### src/rtl/load_store_unit.sv
// Load/store unit: accepts one RV32I load or store at a time, performs the
// data-memory access (read-modify-write for byte/halfword stores) and holds
// the response until the consumer takes it.
module load_store_unit #(
    parameter bit ALIGN_CHECK = 1'b1
) (
    input  logic        clk,
    input  logic        rst_n,
    input  logic        req_valid,
    output logic        req_ready,
    input  logic        req_we,
    input  logic [2:0]  req_funct3,
    input  logic [31:0] req_addr,
    input  logic [31:0] req_wdata,
    output logic        rsp_valid,
    input  logic        rsp_ready,
    output logic [31:0] rsp_rdata,
    output logic        rsp_misaligned,
    output logic        rsp_illegal,
    output logic [31:0] mem_address,
    output logic [31:0] mem_write_data,
    output logic        mem_write,
    output logic        mem_read,
    input  logic [31:0] mem_read_data
);

    typedef enum logic [2:0] {IDLE, LOAD, STORE_RD, STORE_WR, RESP} state_t;

    state_t      state, state_next;
    logic [2:0]  funct3_q;
    logic [1:0]  lane_q;
    logic [15:0] wdata_q;

    logic        handshake;
    logic        illegal_in;
    logic        misaligned_in;
    logic        fault_in;
    logic [1:0]  lane_in;

    assign handshake = req_valid & req_ready;
    assign fault_in  = illegal_in | misaligned_in;

    // Pick the addressed byte/halfword out of a word and extend it.
    function automatic logic [31:0] extract(input logic [31:0] word,
                                            input logic [2:0]  f3,
                                            input logic [1:0]  lane);
        logic [7:0]  b;
        logic [15:0] h;
        b = word[{lane, 3'b000} +: 8];
        h = word[{lane[1], 4'b0000} +: 16];
        case (f3[1:0])
            2'b00:   return f3[2] ? {24'h0, b} : {{24{b[7]}}, b};
            2'b01:   return f3[2] ? {16'h0, h} : {{16{h[15]}}, h};
            default: return word;
        endcase
    endfunction

    // Replace the addressed byte/halfword lane of the old word with store data.
    function automatic logic [31:0] merge(input logic [31:0] old,
                                          input logic [15:0] wd,
                                          input logic [2:0]  f3,
                                          input logic [1:0]  lane);
        logic [31:0] m;
        m = old;
        if (f3[0]) m[{lane[1], 4'b0000} +: 16] = wd;
        else       m[{lane, 3'b000} +: 8]      = wd[7:0];
        return m;
    endfunction

    // Classify the incoming request: illegal funct3, misalignment, effective lane.
    always_comb begin
        // NOTE: every comb output gets a default first so no path can infer a latch.
        illegal_in    = 1'b0;
        misaligned_in = 1'b0;
        lane_in       = req_addr[1:0];
        case (req_funct3)
            3'b000, 3'b001, 3'b010: illegal_in = 1'b0;
            3'b100, 3'b101:         illegal_in = req_we;
            default:                illegal_in = 1'b1;
        endcase
        if (ALIGN_CHECK) begin
            if (req_funct3[1:0] == 2'b01) misaligned_in = req_addr[0];
            if (req_funct3[1:0] == 2'b10) misaligned_in = |req_addr[1:0];
            // Illegal encoding wins so the two fault flags never both fire.
            if (illegal_in) misaligned_in = 1'b0;
        end else begin
            if (req_funct3[1:0] == 2'b01) lane_in = {req_addr[1], 1'b0};
            if (req_funct3[1:0] == 2'b10) lane_in = 2'b00;
        end
    end

    // State register.
    always_ff @(posedge clk or negedge rst_n) begin
        // NOTE: sequential state uses non-blocking assignments so every flop samples pre-edge values.
        if (!rst_n) state <= IDLE;
        else        state <= state_next;
    end

    // Next-state logic.
    always_comb begin
        state_next = state;
        case (state)
            IDLE: if (handshake) begin
                if (fault_in)                       state_next = RESP;
                else if (!req_we)                   state_next = LOAD;
                else if (req_funct3[1:0] == 2'b10)  state_next = STORE_WR;
                else                                state_next = STORE_RD;
            end
            LOAD:     state_next = RESP;
            STORE_RD: state_next = STORE_WR;
            STORE_WR: state_next = RESP;
            RESP:     if (rsp_ready) state_next = IDLE;
            default:  state_next = IDLE;
        endcase
    end

    // Output decode: strobes come straight from state so reset drops them at once.
    always_comb begin
        req_ready = 1'b0;
        rsp_valid = 1'b0;
        mem_read  = 1'b0;
        mem_write = 1'b0;
        case (state)
            IDLE:           req_ready = 1'b1;
            LOAD, STORE_RD: mem_read  = 1'b1;
            STORE_WR:       mem_write = 1'b1;
            RESP:           rsp_valid = 1'b1;
            default:        ;
        endcase
    end

    // Request capture, memory address/data registers and response registers.
    always_ff @(posedge clk or negedge rst_n) begin
        // NOTE: all datapath registers are reset; there is no storage array here to exempt.
        if (!rst_n) begin
            funct3_q       <= 3'b000;
            lane_q         <= 2'b00;
            wdata_q        <= 16'h0;
            rsp_rdata      <= 32'h0;
            rsp_misaligned <= 1'b0;
            rsp_illegal    <= 1'b0;
            mem_address    <= 32'h0;
            mem_write_data <= 32'h0;
        end else begin
            case (state)
                IDLE: if (handshake) begin
                    funct3_q       <= req_funct3;
                    lane_q         <= lane_in;
                    wdata_q        <= req_wdata[15:0];
                    rsp_rdata      <= 32'h0;
                    rsp_illegal    <= illegal_in;
                    rsp_misaligned <= misaligned_in;
                    if (!fault_in) begin
                        mem_address <= {req_addr[31:2], 2'b00};
                        // Full-word stores skip the read, so their data is ready now.
                        if (req_we && req_funct3[1:0] == 2'b10) mem_write_data <= req_wdata;
                    end
                end
                LOAD:     rsp_rdata      <= extract(mem_read_data, funct3_q, lane_q);
                STORE_RD: mem_write_data <= merge(mem_read_data, wdata_q, funct3_q, lane_q);
                default:  ;
            endcase
        end
    end

endmodule
### config.mk
export PLATFORM = sky130hd
export DESIGN_NAME = load_store_unit
export DESIGN_NICKNAME = d
export VERILOG_FILES = /design/src/rtl/load_store_unit.sv
export SDC_FILE = /design/constraint.sdc
export NUM_CORES = 1
export LEC_CHECK = 0
export ABC_AREA = 0
export CAP_MARGIN = 20
export CORE_MARGIN = 1
export CORE_UTILIZATION = 30
export DETAILED_ROUTE_END_ITERATION = 8
export GPL_TIMING_DRIVEN = 0
export HOLD_SLACK_MARGIN = 0.05
export PLACE_DENSITY = 0.68
export SETUP_SLACK_MARGIN = 0.02
export SYNTH_ARGS = -nofsm -noshare
export SYNTH_HDL_FRONTEND = slang
export SYNTH_SLANG_ARGS = --single-unit
### constraint.sdc
create_clock -name clk -period 4.4 [get_ports clk]
set_input_delay 0.66 -clock clk [delete_from_list [all_inputs] [get_ports clk]]
set_output_delay 0.66 -clock clk [all_outputs]
set_load 0.03 [all_outputs]
==> results.json, run 1 <==
{
  "ir_drop_mv": 0.458,
  "regToRegEndpoint": "mem_write_data[11]",
  "crit_top_cell": "buf_6",
  "first_pass_iters": 5,
  "path_max_fanout": 10,
  "grt_usage_pct": 20.7,
  "final_common_cell": "clkdlybuf4s50_1",
  "start_util_pct": 31.1,
  "cts_tree": "built",
  "cp.required_ns": 3.74,
  "crit_slowest_cell": "clkdlybuf4s50_1",
  "wirelength_um": 22500,
  "die_y_um": 150,
  "dp_cells": 1048,
  "crit-reg2reg-launch": "lane_q[1]",
  "synth_top_area_cell": "dfrtp_1",
  "synthArstFlopShare_pct": 100,
  "diodes": 0,
  "status": "finished clean",
  "finalCritPeriodShare_pct": 72.9,
  "drv_cap": 0,
  "reg2reg_slack_ns": 1.60,
  "syn_area_um2": 6610,
  "synth_area_leaders": "dfrtp_1, mux2_2, a221o_1",
  "hold_class": "input port to asynchronous set/reset pin",
  "yosysWarnings": 0,
  "final_cell_mix": "clkdlybuf4s50_1, dfrtp_1, mux2_2",
  "synth_ff_type": "dfrtp_1",
  "ys_ff_latch": 120,
  "period_needed_ns": 3.21,
  "cts_buffers": 17,
  "worstPathArrival_ns": 2.55,
  "slowest_delay_ns": 0.68,
  "dp_hpwl_um": 16900,
  "post_cts_buffers": 0,
  "core-area_um2": 21300,
  "postCtsHoldBufs": 0,
  "layout.nets": 902,
  "wl_per_cell_um": 20.8,
  "yosysTopAreaCellShare_pct": 45.4,
  "rsz0062_at_grt": "false",
  "drive_gt1_share_pct": 21.0,
  "path_buf_inv": 5,
  "seq_area_frac_synth_pct": 45.4,
  "gp_congestion": 0.855,
  "cts_resized": 0,
  "max_freq_mhz": 312,
  "hold_viol": 0,
  "worst_slack_ns": 1.19,
  "clock_path_buffers": 2,
  "yosys.cell_types.count": 45,
  "tns_ns": 0,
  "route.detailed.drc": 0,
  "syn_avg_cell_area_um2": 11.6,
  "die_area_um2": 22600,
  "power_leakage_nw": 3.98,
  "power_density_nw_per_um2": 782,
  "die_w_um": 150,
  "drv_slew": 0,
  "cp-start-kind": "flip-flop",
  "root_buffer": "clkbuf_16",
  "grt_first_pass_wirelength_um": 34600,
  "power_mw": 7.55,
  "setup_viol": 0,
  "area_delta_synth_final_pct": 46.0,
  "crit_path_end_kind": "output pin",
  "crit_family": "buffers and inverters",
  "grt_pass1_vias": 5851,
  "cp_cell_sequence": "buf_6, or3b_1, clkbuf_1, buf_6, buf_6, nand2_1, clkdlybuf4s50_1",
  "syn_inst": 568,
  "rr_worst_depth": 9,
  "worst_slew_pin_slew_ns": 0.918,
  "antenna_found_initial": 0,
  "path_depth": 7,
  "io-pin-count": 206,
  "std_cell_rows": 53,
  "crit_path_start": "state[2]",
  "grt-ovfl-total": 0,
  "ant_nets": 0,
  "final_cells": 1080,
  "critical_path_class": "flip-flop to output pin",
  "cts.sinks": 120,
  "fin_skew_ns": 0.00913,
  "slew_headroom_pct": 38.7,
  "viasPerCell": 5.34,
  "port_buffers": 203,
  "cts.reportedPaths.clkPinSlew_ns": 0.05,
  "synth_edf_count": 0,
  "grt_max_degree": 79,
  "clk_latency_ns": 0.42,
  "drt_first_iter_violations": 431,
  "vias": 5763,
  "pre_cts_slack_ns": 1.38,
  "cts_max_level": 4,
  "cp-endpoint": "mem_read"
}
==> synthesized netlist by cell type (2+ instances only) <==
master    number
nand2b_1       3
buf_1          8
buf_2         10
nor4b_1        3
a221o_1       41
mux2_2       100
a211oi_1       9
mux2i_1       31
a22o_1        24
nor2b_1        8
inv_1          7
a22oi_1        7
o221a_2        7
nor3b_1       11
clkbuf_1      23
dfrtp_1      120
nor4bb_1       2
buf_6          9
o31ai_1        9
nand2_1       25
buf_4          4
nor2_1        14
a221oi_1       2
a31oi_1        8
a21oi_1       43
nand3_1        7
nor3_1         3
o21ai_1        2
o21ai_0        8
ha_1           5
==> cell type report <==
class	count	area [um^2]
buffer	54	298
clock buffer	23	488
clock inverter	8	143
fill	1987	11600
inverter	7	26.3
multi-input combinational	388	3290
sequential	120	3000
tap	275	344
timing repair buffer	205	2070
==> cells by family (layout without fill, tap and decap cells) <==
| logic type | after synthesis | in the layout | share of synthesized area (%) |
|---|---|---|---|
| AOI/OAI and AO/OA | 165 | 165 | 19.4 |
| DFF | 120 | 120 | 45.4 |
| buffers and inverters | 61 | 297 | 4.90 |
| and+or+nand+nor | 84 | 84 | 7.23 |
| other | 1 | 2 | 0.0567 |
| muxes | 132 | 132 | 22.1 |
| adders and majority gates | 5 | 5 | 0.946 |
==> metal layers <==
metal | share of wire, % | up-vias | GRT usage, %
met3 | 9.7 | 29 | 6.42
li1 | - | 2637 | -
met5 | 0 | - | 0
met4 | 2.2 | 0 | 6.87
met1 | 42 | 2800 | 27.5
met2 | 46 | 297 | 31.7
==> worst min path at each step <==
| stage | end | slack (ns) | depth (start not counted) |
|---|---|---|---|
| 6_report | mem_address[2] | 0.16 | 1 |
| 5_1_grt | mem_address[2] | 0.18 | 1 |
| 4_1_cts | mem_address[2] | 0.16 | 1 |
| 3_5_place_dp | rsp_rdata[10] | 0.47 | 2 |
| 3_3_place_gp | rsp_illegal | 0.46 | 2 |
| 2_1_floorplan | funct3_q[0] | 0.36 | 0 |
==> sequential cells by signal, indices dropped and copies added (netlist names) <==
register and cells:
mem_write_data 32, mem_address 30, rsp_misaligned 1, lane_q 2, state 3, funct3_q 3
rsp_illegal 1, wdata_q 16, rsp_rdata 32
==> report_power, final <==
group | internal (mW) | switching [mW]
clock | 1.00 | 0.502
sequential | 1.62 | 0.371
combinational | 1.84 | 2.22
==> stage by stage <==
| step | area, um^2 | hold slack, ns | util (%) |
|---|---|---|---|
| 6_report | 9660 | 0.163 | 45.4 |
| 5_1_grt | 9660 | 0.182 | 45.4 |
| 4_1_cts | 9650 | 0.164 | 45.3 |
| 3_5_place_dp | 9020 | 0.472 | 42.4 |
| 3_3_place_gp | 8990 | 0.465 | 42.3 |
| 2_1_floorplan | 6620 | 0.364 | - |
Power figures use the tool's default switching activity.
==> run 2: changes to the inputs <==
--- a/config.mk
+++ b/config.mk
@@ -12,7 +12,7 @@
 export DETAILED_ROUTE_END_ITERATION = 8
 export GPL_TIMING_DRIVEN = 0
 export HOLD_SLACK_MARGIN = 0.05
-export PLACE_DENSITY = 0.68
+export PLACE_DENSITY = 0.7
 export SETUP_SLACK_MARGIN = 0.02
 export SYNTH_ARGS = -nofsm -noshare
 export SYNTH_HDL_FRONTEND = slang
==> constraint.sdc (replaced) <==
create_clock -name clk -period 2.8 [get_ports clk]
set_input_delay 0.42 -clock clk [delete_from_list [all_inputs] [get_ports clk]]
set_output_delay 0.42 -clock clk [all_outputs]
set_load 0.03 [all_outputs]
==> results.json, run 2 (synthesized netlist as in run 1, its figures left out) <==
{
  "area_delta_synth_final_pct": 45.5,
  "drt_first_iter_violations": 451,
  "cts.reportedPaths.clkPinSlew_ns": 0.06,
  "setup_viol": 0,
  "seq_area_um2": 3000,
  "core-area_um2": 21300,
  "antenna_found_initial": 0,
  "io-pin-count": 206,
  "placed_area_um2": 9020,
  "ant_nets": 0,
  "std_cell_rows": 53,
  "hold_class": "input port to asynchronous set/reset pin",
  "period_needed_ns": 2.66,
  "clock_path_buffers": 2,
  "final_common_cell": "clkdlybuf4s50_1",
  "die_area_um2": 22600,
  "rr_worst_depth": 8,
  "first_pass_iters": 5,
  "fin_skew_ns": 0.0244,
  "path_depth": 7,
  "max_freq_mhz": 375,
  "port_buffers": 203,
  "wirelength_um": 22500,
  "grt_pass1_vias": 5868,
  "multi_input_area_um2": 3300,
  "cp.required_ns": 2.38,
  "cp_cell_sequence": "buf_6, or3b_1, clkbuf_1, buf_6, buf_6, nand2_1, clkdlybuf4s15_1",
  "tns_ns": 0,
  "post_cts_buffers": 0,
  "rsz0062_at_grt": "false",
  "grt_usage_pct": 20.6,
  "slowest_delay_ns": 0.37,
  "drv_slew": 0,
  "power_leakage_nw": 3.95,
  "cp-start-kind": "flip-flop",
  "diodes": 0,
  "fin_area_um2": 9620,
  "die_w_um": 150,
  "drive_gt1_share_pct": 21.0,
  "worst_slew_pin_slew_ns": 0.965,
  "cts_tree": "built",
  "viasPerCell": 5.32,
  "crit_top_cell": "buf_6",
  "top_regs": "mem_write_data (32), rsp_rdata (32), mem_address (30)",
  "hold_viol": 0,
  "power_mw": 11.7,
  "layout.nets": 901,
  "num-fill-cells": 1988,
  "cts_max_level": 4,
  "power_density_nw_per_um2": 1220,
  "die_y_um": 150,
  "ir_drop_mv": 0.678,
  "root_buffer": "clkbuf_16",
  "grt_first_pass_wirelength_um": 34400,
  "path_buf_inv": 5,
  "slew_headroom_pct": 35.5,
  "dp_hpwl_um": 16900,
  "status": "finished clean",
  "crit_path_end_kind": "output pin",
  "start_util_pct": 31.1,
  "worstPathArrival_ns": 2.24,
  "grt-ovfl-total": 0,
  "route.detailed.drc": 0,
  "clk_latency_ns": 0.42,
  "cts.sinks": 120,
  "drv_cap": 0,
  "vias": 5739,
  "cts_buffers": 17,
  "grt_max_degree": 80,
  "crit_family": "buffers and inverters",
  "crit_slowest_cell": "dfrtp_1",
  "final_cell_mix": "clkdlybuf4s50_1, dfrtp_1, mux2_2",
  "gp_congestion": 0.894,
  "path_max_fanout": 10,
  "finalCritPeriodShare_pct": 95.2,
  "critical_path_class": "flip-flop to output pin",
  "wl_per_cell_um": 20.8
}
-- run 2: report_power, final --
group          total [mW]  switching (mW)  internal [mW]
combinational        6.39            3.50           2.89
clock                2.22           0.794           1.43
sequential           3.13           0.587           2.54
-- run 2: per-stage QoR --
stage	instances	worst slack, ns	hold WS (ns)	utilization, %
after floorplan	569	0.421	0.124	-
after global placement	1047	-3.66	0.461	42.3
after detailed placement	1048	-0.278	0.364	42.4
after CTS	1079	0.0270	0.482	45.2
after global routing	1078	0.0367	0.507	45.2
final	1078	0.135	0.480	45.2
-- run 2: worst paths after layout --
| check | start | endpoint | slack (ns) |
|---|---|---|---|
| max in group asynchronous | rst_n | rsp_rdata[27] | 1.55 |
| min in group clk | rsp_rdata[8] | rsp_rdata[8] | 0.48 |
| setup / recovery | state[2] | mem_read | 0.14 |
| hold / removal | rst_n | mem_address[20] | 0.48 |
| hold reg to reg | rsp_rdata[8] | rsp_rdata[8] | 0.48 |
| setup reg to reg | lane_q[0] | mem_write_data[13] | 0.41 |
-- run 2: cell type report --
cell class	count	area share (%)
tap	275	3.58
buffer	53	3.06
multi-input combinational	388	34.3
clock buffer	21	4.78
inverter	7	0.273
clock inverter	9	1.30
sequential	120	31.2
timing repair buffer	205	21.5
-- run 2: layer usage --
metal / vias up / global-route usage [%] / share of wire (%)
met1: 2801 / 27.1 / 43
li1: 2626 / - / -
met2: 276 / 31.1 / 45
met5: - / 0 / 0
met4: 0 / 7.58 / 2.3
met3: 36 / 6.97 / 9.2
-- run 2: worst register-to-register path, delay by kind of cell, from the launching register on --
family,cells,cell delay [ns]
AO/OA/AOI/OAI,2,0.54
adder cells (fa/ha/maj),1,0.37
buffers and inverters,3,0.53
flip-flops,1,0.37
multiplexers,1,0.26
AND/OR/NAND/NOR,1,0.20
-- run 2: what timing repair did --
action	in CTS	in global routing
resized for setup	2	2
setup endpoints to repair	8	31
pin swaps	0	0
hold buffers	1	0
hold endpoints to repair	41	0
==> run 3: changes to the inputs <==
--- a/config.mk
+++ b/config.mk
@@ -14,6 +14,7 @@
 export HOLD_SLACK_MARGIN = 0.05
 export PLACE_DENSITY = 0.7
 export SETUP_SLACK_MARGIN = 0.02
+export SLEW_MARGIN = 30
 export SYNTH_ARGS = -nofsm -noshare
 export SYNTH_HDL_FRONTEND = slang
 export SYNTH_SLANG_ARGS = --single-unit
==> results.json, run 3 (synthesized netlist as in run 1, its figures left out) <==
{
  "status": "finished clean",
  "dp_hpwl_um": 16900,
  "finalCritPeriodShare_pct": 95.2,
  "cts_tree": "built",
  "final_cells": 1078,
  "rr_worst_depth": 8,
  "grt_pass1_vias": 5869,
  "grt_max_degree": 80,
  "hold_viol": 0,
  "fin_util_pct": 45.2,
  "wirelength_um": 22400,
  "rsz0062_at_grt": "false",
  "route.detailed.drc": 0,
  "slew_headroom_pct": 39.1,
  "port_buffers": 203,
  "ant_nets": 0,
  "power_leakage_nw": 3.96,
  "multi_input_area_um2": 3300,
  "whs_ns": 0.474,
  "critical_path_class": "flip-flop to output pin",
  "worst_slew_pin_slew_ns": 0.911,
  "met1_length_um": 9550,
  "hold_class": "input port to asynchronous set/reset pin",
  "cts.reportedPaths.clkPinSlew_ns": 0.06,
  "die_w_um": 150,
  "gp_congestion": 0.894,
  "viasPerCell": 5.40,
  "core-area_um2": 21300,
  "pre_cts_slack_ns": 0.0459,
  "fin_skew_ns": 0.0208,
  "seq_area_um2": 3000,
  "worstPathArrival_ns": 2.25,
  "power_mw": 11.7,
  "ir_drop_mv": 0.665,
  "drt_first_iter_violations": 364,
  "met3_length_um": 2280,
  "wl_per_cell_um": 20.8,
  "root_buffer": "clkbuf_16",
  "cp.required_ns": 2.38,
  "vias": 5823,
  "area_delta_synth_final_pct": 45.6,
  "maxUsedRoutingLayer": "met4",
  "worst_slack_ns": 0.133,
  "grt_usage_pct": 20.6,
  "path_max_fanout": 10,
  "io-pin-count": 206,
  "grt_first_pass_wirelength_um": 34400,
  "dp_cells": 1048,
  "power_density_nw_per_um2": 1220,
  "first_pass_iters": 6,
  "reg2reg_slack_ns": 0.41,
  "cts.sinks": 120,
  "drv_cap": 0,
  "grt-ovfl-total": 0,
  "clk_latency_ns": 0.42,
  "drv_slew": 0,
  "final_common_cell": "clkdlybuf4s50_1",
  "start_util_pct": 31.1,
  "clock_path_buffers": 2,
  "max_freq_mhz": 375,
  "top_regs": "mem_write_data (32), rsp_rdata (32), mem_address (30)",
  "diodes": 0,
  "cts_buffers": 17,
  "layout.nets": 901,
  "period_needed_ns": 2.67,
  "std_cell_rows": 53,
  "drive_gt1_share_pct": 21.2,
  "cts_max_level": 4,
  "wl_met2_um": 10100,
  "die_y_um": 150,
  "antenna_found_initial": 0,
  "setup_viol": 0,
  "die_area_um2": 22600,
  "cp-start-kind": "flip-flop",
  "num-fill-cells": 1987,
  "final_cell_mix": "clkdlybuf4s50_1, dfrtp_1, mux2_2",
  "crit_path_end_kind": "output pin"
}
-- run 3: cell counts in the layout (fill, tap and decap cells not counted) --
No cell type changed its count.
-- run 3: worst paths after layout --
path / startpoint / to
worst min register to register: rsp_misaligned / rsp_misaligned
worst max register to register: lane_q[0] / mem_write_data[13]
max in group asynchronous: rst_n / rsp_rdata[28]
worst min-delay path: rst_n / mem_address[11]
worst max-delay path: state[2] / mem_read
min in group clk: rsp_misaligned / rsp_misaligned
-- run 3: area by class of cell --
class | instances | area share, %
plain buffers | 53 | 3.05
clock buffers | 21 | 4.78
clock inverters | 9 | 1.30
inverters | 7 | 0.273
multi-input cells | 388 | 34.3
flip-flops and latches | 120 | 31.2
well taps | 275 | 3.57
repair buffers | 205 | 21.5
-- run 3: worst max-delay path: stages (launching register included) --
cell	delay, ns
dfrtp_1	0.37
buf_6	0.14
or3b_1	0.37
clkbuf_1	0.17
buf_6	0.18
buf_6	0.15
nand2_1	0.08
clkdlybuf4s15_1	0.37
-- run 3: routing by layer --
metal	track usage (%)	up-vias
met5	0	-
met4	7.12	0
met3	7.12	31
met2	31.3	293
met1	27.0	2864
li1	-	2635
-- run 3: timing repair --
action                     CTS  global route
buffers inserted             0             0
hold buffers                 1             0
gates resized for setup      1             2
hold endpoints to repair    41             0
setup endpoints to repair    1            32
-- run 3: stage by stage --
stage	TNS (ns)	area (um^2)
floorplan	0	6620
global placement	-438.94	8990
detailed placement	0	9030
CTS	0	9630
global route	0	9630
finish	0	9630
-- run 3: where the power goes --
| part | total (mW) | switching (mW) | internal, mW |
|---|---|---|---|
| combinational | 6.39 | 3.50 | 2.89 |
| sequential | 3.13 | 0.582 | 2.54 |
| clock | 2.22 | 0.793 | 1.43 |
